**config.mk**
```make
export PLATFORM = sky130hd
export DESIGN_NAME = fft_bf_seq
export DESIGN_NICKNAME = d
export VERILOG_FILES = /design/src/rtl/fft_bf_seq_pkg.sv /design/src/rtl/fft_bf_addr.sv /design/src/rtl/fft_bf_seq.sv
export SDC_FILE = /design/constraint.sdc
export NUM_CORES = 1
export LEC_CHECK = 0
export ABC_AREA = 0
export BUFFER_PORTS_ARGS = -buffer_cell sky130_fd_sc_hd__buf_2
export CORE_ASPECT_RATIO = 1.2
export CORE_MARGIN = 2
export CORE_UTILIZATION = 66
export CTS_BUF_LIST = sky130_fd_sc_hd__clkbuf_8
export CTS_CLUSTER_DIAMETER = 120
export DETAILED_ROUTE_END_ITERATION = 7
export GPL_TIMING_DRIVEN = 1
export PLACE_DENSITY = 0.95
export SETUP_SLACK_MARGIN = 0.4
export SYNTH_ARGS = -nofsm -noshare
export SYNTH_HDL_FRONTEND = slang
export SYNTH_HIERARCHICAL = 1
export SYNTH_SLANG_ARGS = --single-unit
```
**constraint.sdc**
```tcl
create_clock -name clk -period 11.82 [get_ports clk]
set_input_delay 1.773 -clock clk [delete_from_list [all_inputs] [get_ports clk]]
set_output_delay 1.773 -clock clk [all_outputs]
set_load 0.005 [all_outputs]
```
**src/rtl/fft_bf_seq_pkg.sv**
```systemverilog
// Shared definitions for the in-place FFT butterfly sequencer: FSM encoding,
// default transform size / datapath latency and sample data widths.
package fft_bf_seq_pkg;

    typedef enum logic [1:0] {
        S_IDLE  = 2'd0,
        S_ISSUE = 2'd1,
        S_DRAIN = 2'd2,
        S_DONE  = 2'd3
    } state_t;

    localparam int DEF_LOG2N    = 9;
    localparam int DEF_PIPE_LAT = 4;

    // Complex sample format carried by the butterfly datapath.
    localparam int DATA_W       = 16;
    localparam int SAMPLE_W     = 2 * DATA_W;

endpackage

```
**src/rtl/fft_bf_addr.sv**
```systemverilog
// Butterfly leg addresses and twiddle index for butterfly j of stage s
// (radix-2, in place, decimation-in-time ordering).
module fft_bf_addr
    import fft_bf_seq_pkg::*;
#(
    parameter int LOG2N = DEF_LOG2N,
    parameter int SW    = (LOG2N > 1) ? $clog2(LOG2N) : 1
) (
    input  logic [SW-1:0]    stage,
    input  logic [LOG2N-2:0] j,
    input  logic             inv,
    output logic [LOG2N-1:0] addr_a,
    output logic [LOG2N-1:0] addr_b,
    output logic [LOG2N-1:0] tw_idx
);

    logic [LOG2N-1:0] jw;
    logic [LOG2N-1:0] span;
    logic [LOG2N-1:0] pos;
    logic [LOG2N-1:0] grp;
    logic [LOG2N-1:0] tw;

    always_comb begin
        jw     = {1'b0, j};
        span   = LOG2N'(1) << stage;
        pos    = jw & (span - LOG2N'(1));
        grp    = jw >> stage;
        // Insert a zero at bit s of j: upper leg; the lower leg sets that bit.
        addr_a = ((grp << stage) << 1) | pos;
        addr_b = addr_a | span;
        tw     = pos << (SW'(LOG2N - 1) - stage);
        // Inverse transform uses the conjugate twiddle, i.e. (N - k) mod N.
        tw_idx = inv ? (LOG2N'(0) - tw) : tw;
    end

endmodule

```
**src/rtl/fft_bf_seq.sv**
```systemverilog
// Sequencer that walks all butterflies of an in-place radix-2 FFT, stage by
// stage, draining the butterfly datapath between stages.
module fft_bf_seq
    import fft_bf_seq_pkg::*;
#(
    parameter int LOG2N    = DEF_LOG2N,
    parameter int PIPE_LAT = DEF_PIPE_LAT,
    localparam int SW      = (LOG2N > 1) ? $clog2(LOG2N) : 1
) (
    input  logic             clk,
    input  logic             rst_n,
    input  logic             start,
    input  logic             inv,
    output logic             busy,
    output logic             done,
    output logic             bf_valid,
    input  logic             bf_ready,
    output logic [LOG2N-1:0] addr_a,
    output logic [LOG2N-1:0] addr_b,
    output logic [LOG2N-1:0] tw_idx,
    output logic [SW-1:0]    stage,
    output logic             bf_last
);

    localparam logic [LOG2N-2:0] J_LAST     = {(LOG2N-1){1'b1}};
    localparam logic [SW-1:0]    STAGE_LAST = SW'(LOG2N - 1);
    localparam logic [3:0]       CNT_LAST   = 4'(PIPE_LAT - 1);

    // Handshake: a butterfly transfers on a rising edge where bf_valid and
    // bf_ready are both high; while bf_ready is low every issue output holds.

    state_t            state_q, state_d;
    logic [LOG2N-2:0]  j_q, j_d;
    logic [SW-1:0]     stage_q, stage_d;
    logic              inv_q, inv_d;
    logic [3:0]        cnt_q, cnt_d;

    logic [LOG2N-1:0]  nxt_a, nxt_b, nxt_tw;
    logic [LOG2N-1:0]  addr_a_d, addr_b_d, tw_idx_d;
    logic              bf_last_d;

    always_ff @(posedge clk or negedge rst_n) begin
        if (!rst_n) begin
            state_q <= S_IDLE;
            j_q     <= '0;
            stage_q <= '0;
            inv_q   <= 1'b0;
            cnt_q   <= '0;
            addr_a  <= '0;
            addr_b  <= '0;
            tw_idx  <= '0;
            bf_last <= 1'b0;
        end else begin
            state_q <= state_d;
            j_q     <= j_d;
            stage_q <= stage_d;
            inv_q   <= inv_d;
            cnt_q   <= cnt_d;
            addr_a  <= addr_a_d;
            addr_b  <= addr_b_d;
            tw_idx  <= tw_idx_d;
            bf_last <= bf_last_d;
        end
    end

    always_comb begin
        state_d = state_q;
        j_d     = j_q;
        stage_d = stage_q;
        inv_d   = inv_q;
        cnt_d   = cnt_q;
        case (state_q)
            S_IDLE: begin
                if (start) begin
                    state_d = S_ISSUE;
                    j_d     = '0;
                    stage_d = '0;
                    inv_d   = inv;
                end
            end
            S_ISSUE: begin
                if (bf_ready) begin
                    if (j_q == J_LAST) begin
                        state_d = S_DRAIN;
                        j_d     = '0;
                        cnt_d   = '0;
                    end else begin
                        j_d = j_q + 1'b1;
                    end
                end
            end
            S_DRAIN: begin
                if (cnt_q == CNT_LAST) begin
                    cnt_d = '0;
                    if (stage_q == STAGE_LAST) begin
                        state_d = S_DONE;
                        stage_d = '0;
                    end else begin
                        state_d = S_ISSUE;
                        stage_d = stage_q + 1'b1;
                    end
                end else begin
                    cnt_d = cnt_q + 1'b1;
                end
            end
            default: begin
                state_d = S_IDLE;
            end
        endcase
    end

    // Addresses are computed for the next (stage, j) so the registered outputs
    // line up with bf_valid in the cycle the FSM is in ISSUE.
    fft_bf_addr #(
        .LOG2N (LOG2N),
        .SW    (SW)
    ) u_addr (
        .stage  (stage_d),
        .j      (j_d),
        .inv    (inv_d),
        .addr_a (nxt_a),
        .addr_b (nxt_b),
        .tw_idx (nxt_tw)
    );

    always_comb begin
        addr_a_d  = '0;
        addr_b_d  = '0;
        tw_idx_d  = '0;
        bf_last_d = 1'b0;
        if (state_d == S_ISSUE) begin
            addr_a_d  = nxt_a;
            addr_b_d  = nxt_b;
            tw_idx_d  = nxt_tw;
            bf_last_d = (stage_d == STAGE_LAST) && (j_d == J_LAST);
        end
    end

    assign bf_valid = (state_q == S_ISSUE);
    assign busy     = (state_q == S_ISSUE) || (state_q == S_DRAIN);
    assign done     = (state_q == S_DONE);
    assign stage    = stage_q;

endmodule

```
# [Yosys cells after proc, flatten, opt, wreduce, memory -nomap -nowiden]
# Index checks and enable logic that the tools add are counted.
# Widths: inputs -> output; s select.
[totals] register_bits=47 input_bits=5 output_inout_bits=35
[op_classes] n_addsub=6 eq_ne=11 n_shift=4 n_mux=25 n_bitwise=3 reduce_logical=5
[op_table] operator="$mux 9" count=4
[op_table] operator="$mux 4" count=6
[op_table] operator="$mux 8" count=3
[op_table] operator="$or 9x9->9" count=2
[op_table] operator="$eq 8x8->1 const B" count=2
[op_table] operator="$pmux 4 s2" count=2
[op_table] operator="$pmux 8 s2" count=1
[op_table] operator="$mux 2" count=5
[op_table] operator="$and 8x9->9" count=1
[op_table] operator="$shl 1x4->9 const A" count=1
[op_table] operator="$shl 9x4->8" count=1
[op_table] operator="$shl 9x4->9" count=1
[op_table] operator="$shr 8x4->9" count=1
[op_table] operator="$sub 1x9->9 const A" count=1
[op_table] operator="$sub 9x1->9 const B" count=1
[op_table] operator="$add 4x1->4 const B" count=2
[op_table] operator="$add 8x1->8 const B" count=1
[op_table] operator="$eq 4x4->1 const B" count=2
[op_table] operator="$pmux 2 s3" count=1
[op_table] operator="$eq 2x1->1 const B" count=2
[op_table] operator="$eq 2x2->1 const B" count=2
[op_table] operator="$eq 4x2->1 const B" count=1
[op_table] operator="$ne 2x1->1 const B" count=2
[op_table] operator="$sub 4x4->4 const A" count=1
[op_table] operator="6 further kinds" count=8

# [Depth between registers and ports, before layout]
[depth] word_depth=11 mapped_depth=23 depth_no_buf=19

# [Modules after synthesis]
# The synthesis kept the hierarchy.
[modules_own_cells] mod="fft_bf_seq" instances=1 cells_each=193 area_each_um2=2124.5 seq_area_each_um2=1176.1
[modules_own_cells] mod="fft_bf_addr" instances=1 cells_each=217 area_each_um2=1497.7 seq_area_each_um2=0.0

# [Least setup slack after synthesis]
# No wires, ideal clock.
[synth_path] kind="input to register" startpoint="in start" endpoint="reg tw_idx[8]" arrival_time_ns=5.310 required_time_ns=11.754 setup_slack_ns=6.443 path_stages=20 path_buffers=3 cell_sequence="mux2i_1 > nand2_1 > nand3_1 > buf_2 > buf_2 > clkinv_1 > ha_1 > ha_1 > nand2b_1 > clkbuf_1 > ha_1 > nor3b_1 > a31oi_1 > or3_1 > ha_1 > o311ai_1 > a211oi_1 > a41oi_1 > xnor2_1 > and3_1"
[synth_via] elab_chain_cells=9 elab_cells_between_ends=17 classes_between="add/sub (3); eq/ne (1); shift (2); mux (10); bitwise (1)"
[synth_lines] item="from (decl)" line="fft_bf_seq.sv:12" text="input logic start,"
[synth_lines] item="$mux 4 *" line="fft_bf_seq.sv:74" text="if (start) begin"
[synth_lines] item="$pmux 4 s2 *" line="fft_bf_seq.sv:72" text="case (state_q)"
[synth_lines] item="named net stage_d[0]" line="fft_bf_seq.sv:34" text="logic [SW-1:0] stage_q, stage_d;"
[synth_lines] item="$shl 1x4->9" line="fft_bf_addr.sv:25" text="span = LOG2N'(1) << stage;"
[synth_lines] item="$sub 9x1->9" line="fft_bf_addr.sv:26" text="pos = jw & (span - LOG2N'(1));"
[synth_lines] item="$and 8x9->9" line="fft_bf_addr.sv:26"
[synth_lines] item="$shl 9x4->9 *" line="fft_bf_addr.sv:31" text="tw = pos << (SW'(LOG2N - 1) - stage);"
[synth_lines] item="$sub 1x9->9" line="fft_bf_addr.sv:33" text="tw_idx = inv ? (LOG2N'(0) - tw) : tw;"
[synth_lines] item="$mux 9 *" line="fft_bf_addr.sv:33"
[synth_lines] item="named net nxt_tw[8]" line="fft_bf_seq.sv:38" text="logic [LOG2N-1:0] nxt_a, nxt_b, nxt_tw;"
[synth_lines] item="$mux 9 *" line="fft_bf_seq.sv:131" text="if (state_d == S_ISSUE) begin"
[synth_lines] item="named net tw_idx_d[8]" line="fft_bf_seq.sv:39" text="logic [LOG2N-1:0] addr_a_d, addr_b_d, tw_idx_d;"
[synth_lines] item="to (signal assigned)" line="fft_bf_seq.sv:61" text="tw_idx <= tw_idx_d;"
[synth_lines] item="to (decl)" line="fft_bf_seq.sv:20" text="output logic [LOG2N-1:0] tw_idx,"
# The timed path passes the listed nets; every way through them passes the cells marked *.
# A chain may end at the register's enable or synchronous reset.

# [Worst setup path after layout]
# Same ends and word-level chain as after synthesis.

==> flow_summary.yaml <==
sta:
  final.period_utilization_pct: 50.3
  fmax_mhz: 168
  fin_worst_skew_ps: 9.90
  tightest_slew_ps: 1080
  hold_viol_final: 0
  timing.final.max_slew_violations: 0
  layout_setup_ws_ps: 5870
  setup_viol: 0
  crit_path_time_final_ps: 5950
  worst_slew_margin_rel_pct: 27.5
  fin_tns_setup_ps: 0
  grt_setup_unrepaired: "false"
synthesis:
  mappedNetlistArea_sq_mm: 0.00362
  seq_area_frac_synth_pct: 32.5
  largest_cells_by_area_after_synthesis: "dfrtp_1 (32%), ha_1 (5.5%), and3_1 (5.2%)"
  synth.net_count: 431
  count_of_warnings_emitted_by_yosys: 6
  ys_dominant_reg_cell: "dfrtp_1"
  distinct_cells_synth: 77
  number_of_synthesized_flops_with_an_enable_pin: 0
  postSynthRegisterBits: 47
  synth_largest_type_area_fraction_pct: 32.5
  postSynth.asyncResetShare_pct: 100
  syn_area_per_cell_sq_um: 8.83
  synthCells: 410
  synth_largest_area_cell: "dfrtp_1"
status:
  outcome: "complete, no violations"
floorplan:
  row_count: 29
  io-pin-count: 40
  fp.dieW_microns: 71.6
  initial_utilization_pct: 68.4
  core_region_sq_mm: 0.00530
  vertical_die_dimension_microns: 85.2
  area_of_the_die_sq_mm: 0.00610
global_route:
  grt_pass1_wl_mm: 15.9
  first_global_vias: 3296
  grt_start_max_net_pins: 48
  grt_antenna_before_repair: 0
  globalRouteOverflowTotal: 0
  grt.total_usage_pct: 32.6
cts:
  insertion_delay_ps: 300
  post_cts_hold_buffer_count: 0
  clk_path_buf_depth: 2
  cts_htree_levels: 2
  post_cts.resized_instances: 0
  tritoncts_clock_tree: "yes"
  worst_setup_hold_path_clk_slew_ps: 80
  cts_made_buffers: 5
  postCtsSetupBuffers: 0
  clockRootBuffer: "clkbuf_8"
  clock_sink_count: 47
worst_setup_path:
  worst_setup_path_start_kind: "input pin"
  timing.critical_path.to_type: "register"
  path_class: "input pin to register"
  critical_path_peak_fanout: 29
  critPathLaunch: "start"
  r2r-start: "state_q[0]$_DFF_PN0_"
  crit_required_ps: 12010
  arrival_ps: 6140
drt:
  detailroute.via_count: 3439
  drt_pre_antenna_iters: 5
  drt.antenna.violating_nets: 0
  route.final.wire_length_mm: 9.56
  remaining_drc_errors: 0
  vias_per_cell: 6.92
  drt_iter0_drc: 378
  detail_route.wl_per_cell_microns: 19.2
pwr:
  power.density_mw_per_mm2: 128
  intPower_uw: 322
  static-leakage-power_nw: 1.81
  max-vdd-ir-drop_v: 0.0000893
  power.net_switching_uw: 175
  report.power.total_uw: 498
  power.share.switching_pct: 35.2
  share_seq_of_total_power_pct: 43.5
  clock_power_share_pct: 19.3
  power.combinational.fraction_pct: 37.2
place:
  hpwl_mm: 6.93
  place.port_buffers: 39
  dpl_worst_slack_ps: 5780
  dpl-instance-area_sq_mm: 0.00380
  routability_congestion_estimate: 1.01
flow_run:
  max_cap_violations: 0
final_layout:
  post_route_cell_area_sq_mm: 0.00389
  final_util_pct: 73.5
  n_antenna_cell: 0
  ff_latch_area_sq_mm: 0.00118
  final.fill_count: 373
  nNetsFinal: 456
  final_layout_size_suffix_gt1_share_pct: 17.0
  mostFrequentLayoutCell: "dfrtp_1"
  multi_input_area_sq_mm: 0.00224
  layout.cells.most_common_list: "dfrtp_1 (47), nand2_1 (39), buf_2 (39)"
  syn_to_final_growth_pct: 7.46
min_path:
  hold_path_class: "register to register"
  holdCritStartpoint: "cnt_q[1]$_DFFE_PN0P_"
synth_stat cells, drive strengths merged, types with 7 or more instances:
master  count
nand3b      7
mux2i      10
dfrtp      47
nor2b       7
nor2       22
inv        17
nand2      39
ha         16
nand3      15
buf        18
and3       30
xnor2       8
a21oi      15
clkbuf     10
nand2b     13
o21ai      26
a211oi      7
area by class of cell:
cell class | count | share of cell area [%]
Multi-Input combinational cell | 317 | 57.4
Sequential cell | 47 | 30.2
Timing Repair Buffer | 46 | 6.36
Clock buffer | 6 | 2.12
Tap cell | 62 | 1.99
Inverter | 18 | 1.74
Clock inverter | 1 | 0.129
sequential cells by signal, indices dropped and copies added, names as in the netlist:
name / cells
inv_q: 1
bf_last: 1
addr_a: 9
state_q: 2
stage: 4
tw_idx: 9
j_q: 8
cnt_q: 4
addr_b: 9
cells by family after synthesis:
kind of cell               count (synthesis)  synth area share (%)
buffers and inverters                     46                  5.98
and+or+nand+nor                          166                  26.1
xor gates and xnor gates                  11                  2.66
muxes                                     16                  5.66
DFF                                       47                  32.5
AOI/OAI and AO/OA                        108                  21.6
adders and majority gates                 16                  5.53
routing by layer:
layer	up-vias	share of wire [%]	global-route usage (%)
met3	37	7.1	3.56
li1	1557	-	-
met2	213	50	52.9
met5	-	0	0
met1	1632	39	42.2
met4	0	4.1	18.4
worst max-delay path, cell delays in order:
cell	delay, ps
buf_2	130
mux2i_1	310
nand2_1	100
nand3_1	80
buf_4	330
clkinv_1	330
ha_1	330
ha_1	310
nand2b_1	250
ha_1	460
nor3b_1	100
mux2i_1	290
a311o_1	280
o311ai_1	160
a211oi_1	370
a41oi_1	190
xnor2_1	170
and3_1	140
power by group through the flow:
stage / Combinational, mW / Clock (mW) / Sequential, mW
after floorplan: 0.112 / 0 / 0.219
after global placement: 0.171 / 0 / 0.217
after detailed placement: 0.180 / 0 / 0.219
after CTS: 0.182 / 0.0964 / 0.216
after global routing: 0.202 / 0.104 / 0.220
final: 0.185 / 0.0959 / 0.216
worst paths after layout:
path	end	cells after the start	slack, ps
max in group asynchronous	tw_idx[1]$_DFF_PN0_	1	9530
hold reg to reg	cnt_q[1]$_DFFE_PN0P_	2	550
min in group asynchronous	addr_b[6]$_DFF_PN0_	1	1650
setup / recovery	tw_idx[8]$_DFF_PN0_	18	5870
setup reg to reg	tw_idx[8]$_DFF_PN0_	18	6390
hold / removal	cnt_q[1]$_DFFE_PN0P_	2	550
stage by stage:
stage,hold WS [ps],cells
2_1_floorplan,475,410
3_3_place_gp,497,490
3_5_place_dp,530,490
4_1_cts,550,497
5_1_grt,563,497
6_report,546,497
Power figures use the tool's default switching activity.
